===== src/rtl/bird_pkg.sv =====
// +--------------------------------------------------------------------+
// | bird_pkg : shared state encoding and width helper for bird_column  |
// | Rev 1.0                                                            |
// +--------------------------------------------------------------------+
`default_nettype none

package bird_pkg;

  typedef enum logic [1:0] {
    IDLE = 2'd0,
    FLY  = 2'd1,
    DEAD = 2'd2
  } bird_state_t;

  function automatic int pos_width(input int h);
    return $clog2(h);
  endfunction

endpackage

`default_nettype wire


===== src/rtl/bird_pos_step.sv =====
// +--------------------------------------------------------------------+
// | bird_pos_step : signed next-row arithmetic with floor/ceiling flags|
// | Rev 1.0                                                            |
// +--------------------------------------------------------------------+
`default_nettype none

module bird_pos_step
  import bird_pkg::*;
#(
  parameter int HEIGHT    = 8,
  parameter int FLAP_ROWS = 1
) (
  input  logic [pos_width(HEIGHT)-1:0] pos,
  input  logic                         press,
  input  logic                         gravity,
  output logic [pos_width(HEIGHT)-1:0] next_pos,
  output logic                         floor_hit,
  output logic                         ceil_hit
);

  localparam int PW = pos_width(HEIGHT);
  localparam int SW = PW + 2;

  logic signed [PW:0]   delta;
  logic signed [SW-1:0] sum;

  always_comb begin
    delta     = (press ? (PW+1)'(FLAP_ROWS) : '0) - (gravity ? (PW+1)'(1) : '0);
    // Two guard bits: one for sign, one for overshoot past the top row.
    sum       = $signed({2'b00, pos}) + $signed({delta[PW], delta});
    floor_hit = sum[SW-1];
    ceil_hit  = !sum[SW-1] && (sum > $signed(SW'(HEIGHT - 1)));
    if (floor_hit) begin
      next_pos = '0;
    end else if (ceil_hit) begin
      next_pos = PW'(HEIGHT - 1);
    end else begin
      next_pos = sum[PW-1:0];
    end
  end

endmodule

`default_nettype wire


===== src/rtl/bird_column.sv =====
// +--------------------------------------------------------------------+
// | bird_column : bird row tracker driving a one-hot LED column.       |
// | Optional macro BIRD_CEILING_CRASH_EN turns top overshoot into death|
// | Rev 1.0                                                            |
// +--------------------------------------------------------------------+
`default_nettype none

module bird_column
  import bird_pkg::*;
#(
  parameter int HEIGHT    = 8,
  parameter int START_ROW = 3,
  parameter int FLAP_ROWS = 1
) (
  input  logic                         clk,
  input  logic                         reset,
  input  logic                         press,
  input  logic                         gravity,
  input  logic                         restart,
  output logic [HEIGHT-1:0]            lights,
  output logic [pos_width(HEIGHT)-1:0] pos,
  output logic                         playing,
  output logic                         dead
);

  localparam int PW = pos_width(HEIGHT);

  bird_state_t   state_q, state_d;
  logic [PW-1:0] pos_q, pos_d;
  logic          playing_q, playing_d;
  logic          dead_q, dead_d;
  logic [PW-1:0] step_pos;
  logic          floor_hit;
  logic          ceil_hit;

  bird_pos_step #(
    .HEIGHT    (HEIGHT),
    .FLAP_ROWS (FLAP_ROWS)
  ) u_step (
    .pos       (pos_q),
    .press     (press),
    .gravity   (gravity),
    .next_pos  (step_pos),
    .floor_hit (floor_hit),
    .ceil_hit  (ceil_hit)
  );

  always_comb begin
    state_d = state_q;
    pos_d   = pos_q;
    case (state_q)
      IDLE: begin
        if (press) state_d = FLY;
      end
      FLY: begin
        pos_d = step_pos;
`ifdef BIRD_CEILING_CRASH_EN
        if (floor_hit || ceil_hit) state_d = DEAD;
`else
        if (floor_hit) state_d = DEAD;
`endif
      end
      DEAD: begin
        if (restart) begin
          state_d = IDLE;
          pos_d   = PW'(START_ROW);
        end
      end
      default: begin
        state_d = IDLE;
        pos_d   = PW'(START_ROW);
      end
    endcase
    playing_d = (state_d == FLY);
    dead_d    = (state_d == DEAD);
  end

  always_ff @(posedge clk) begin
    if (reset) begin
      state_q   <= IDLE;
      pos_q     <= PW'(START_ROW);
      playing_q <= 1'b0;
      dead_q    <= 1'b0;
    end else begin
      state_q   <= state_d;
      pos_q     <= pos_d;
      playing_q <= playing_d;
      dead_q    <= dead_d;
    end
  end

  assign lights  = HEIGHT'(1) << pos_q;
  assign pos     = pos_q;
  assign playing = playing_q;
  assign dead    = dead_q;

endmodule

`default_nettype wire


===== config.mk =====
export PLATFORM = sky130hd
export DESIGN_NAME = bird_column
export DESIGN_NICKNAME = d
export VERILOG_FILES = /design/src/rtl/bird_pkg.sv /design/src/rtl/bird_pos_step.sv /design/src/rtl/bird_column.sv
export SDC_FILE = /design/constraint.sdc
export NUM_CORES = 1
export LEC_CHECK = 0
export ABC_AREA = 1
export BUFFER_PORTS_ARGS = -buffer_cell sky130_fd_sc_hd__buf_2
export CORE_AREA = 2 2 39 41
export CTS_CLUSTER_DIAMETER = 100
export DETAILED_ROUTE_END_ITERATION = 10
export DIE_AREA = 0 0 41 43
export PLACE_DENSITY = 0.76
export SYNTH_ARGS = -nofsm -noshare
export SYNTH_HDL_FRONTEND = slang
export SYNTH_SLANG_ARGS = --single-unit

===== constraint.sdc =====
create_clock -name clk -period 1.43 [get_ports clk]
set_input_delay 0.143 -clock clk [delete_from_list [all_inputs] [get_ports clk]]
set_output_delay 0.143 -clock clk [all_outputs]
set_load 0.02 [all_outputs]

==> metrics <==
Setup-failing EPs final=2; r2r worst-path depth=13; drt first pass iters=4; Seq/Total Area, Yosys=0.257; outcome=finished, violations left; Layout area overhead=53.6%; later-pin clock latency in the skew report=0.25 ns; I/O pin cnt=18; Hold Buf Count CTS=0; Num CTS Buffers=3; clock slew at reported path FFs=0.05 ns; reg2reg end=pos[1]; number of diodes=0; drc violations=0; Yosys cell types=21; CTS max path bufs=2; Final GP Congestion=0.824; first-pass GRT wire length=1860 um; maximum clock frequency=668 MHz; Worst Hold Path Cells=2; WP data required=1.57 ns; I/O Buffers=17; min Tclk post-route=1.50 ns; share of cells above drive strength 1=0.579; CP max stage delay=0.36 ns; Die H=43 um; Syn Nets=87; Avg Cell Area, Syn=6.98 um^2; critical path arrival=1.64 ns; core area=1380 um^2; # Max-Cap Violations=0; Tot GR Track Use=0.155; crit-path cells=nand2_2, inv_2, nor2_4, ha_4, inv_2, nand3_4, nand2_2, nand2_4, inv_2, nand2_2, nand3_2, o21ai_1, nand2_1; Avg WL per Cell=11.9 um; crit end category=flip-flop; HPWL after DPL=1060 um; root buf cell=clkbuf_4; hold slack=0.136 ns; Post-Route Utilization=0.604; largest net degree at the start of global routing=9; crit-path max FO=3; H-tree depth=1; vias per cell=4.90; Tcrit/Tclk final=1.05; Mapped Area=544 um^2; most common cell after layout, fill and taps aside=buf_2; Ys Warns=0; kind of critical path=reg2reg; CTS tree=yes; critical path's slowest cell=dfxtp_4; setup ws final=-0.0669 ns; leakage=0.408 nW; Hold Violations, Final=0; Post-CTS Setup Repair Bufs=0; synthesized flop and latch total=7; CP startpoint kind=flip-flop; Starting Density=0.393; Horiz. Die Dim=41 um; most frequent cells in the layout=17 x buf_2, 10 x buf_4; failing checks=setup timing; Pwr Total=0.759 mW; clk sinks=7; reg2reg setup slack=-0.07 ns; worst min path class=in2reg; die area=1760 um^2; post-route ant nets=0; initial antenna violation count=0; Peak VDD IR=0.646 mV; PwrDens=908 nW/um^2; final slew viol count=0; RSZ-0062 raised after global routing=true; vias in the first global route=476; sum of negative setup slack=-0.130 ns; Min-Delay Startpoint=reset; Post-Route WL=1460 um; Worst Tran Pin Value=0.331 ns; pre-CTS setup slack=-0.289 ns; hold endpoint=pos[2]; Final Skew=0.00179 ns; Core Rows=14; Syn Inst Count=78; Worst slew margin=0.779; GR Overflow Total=0; r2r startpoint=pos[1]; Initial DRC Count=10; fin nets=117; vias=603
area by class of cell:
type / instances / area, um^2
clock buffer: 4 / 26.3
inverter: 16 / 65.1
fill: 125 / 548
sequential: 7 / 145
tap: 16 / 20.0
multi-input combinational: 53 / 419
timing repair buffer: 27 / 160
synth_stat cells, drive strengths merged:
cell	n	area (um^2)
o21ai	4	23.8
nor2	3	21.3
a21oi	7	38.8
buf	2	22.5
nand2	17	73.8
dfxtp	7	140
nand3	9	60.1
ha	4	50.1
clkinv	1	3.75
xnor2	1	8.76
inv	15	61.3
nor3	8	40.0
state kept, by name, summed over array words and instances (netlist names):
| name | flops |
|---|---|
| pos | 3 |
| dead | 1 |
| state_q | 2 |
| playing | 1 |
repair_timing:
item	4_1_cts	5_1_grt
setup endpoints to repair	3	5
resized for setup	1	17
pin swaps	1	4
how the worst max path moves through the flow:
| stage | slack, ns | start | cells past startpoint | end |
|---|---|---|---|---|
| 6_report | -0.07 | pos[1] | 13 | pos[1] |
| 5_1_grt | -0.13 | pos[1] | 13 | pos[0] |
| 4_1_cts | -0.05 | pos[1] | 13 | pos[0] |
| 3_5_place_dp | -0.29 | press | 16 | pos[2] |
| 3_3_place_gp | -0.24 | press | 15 | pos[2] |
| 2_1_floorplan | -0.08 | pos[1] | 14 | pos[2] |
where the power goes:
part	internal, mW	total (mW)	switching, mW
Sequential	0.213	0.228	0.0152
Clock	0.107	0.182	0.0757
Combinational	0.143	0.348	0.205
Total	0.463	0.759	0.296
routing by layer:
metal	routed length, um	vias to the layer above	track usage	share of wire
met4	36	0	0.0400	0.025
met3	86	7	0.0471	0.059
met1	552	264	0.162	0.38
li1	-	308	-	-
met5	0	-	0	0
met2	783	24	0.278	0.54
metrics by stage:
stage / cell area [um^2] / cells
after floorplan: 574 / 78
after global placement: 732 / 119
after global routing: 836 / 123
final: 836 / 123
after CTS: 758 / 123
after detailed placement: 732 / 119
worst max-delay path, delay by kind of cell (launching register included):
kind | cells | cell delay (ns)
and+or+nand+nor | 8 | 0.62
DFF | 1 | 0.36
AOI/OAI and AO/OA | 1 | 0.15
adders and majority gates | 1 | 0.14
buffers and inverters | 3 | 0.13
cell families (layout without fill, tap and decap cells):
family	count (synthesis)	after routing	share of synthesized area
AND/OR/NAND/NOR	37	37	0.359
buffers and inverters	18	47	0.161
AO/OA/AOI/OAI	11	11	0.115
flip-flops	7	7	0.257
adder cells (fa/ha/maj)	4	4	0.0920
XOR/XNOR	1	1	0.0161
No activity file was read; power rests on OpenSTA's default activity.
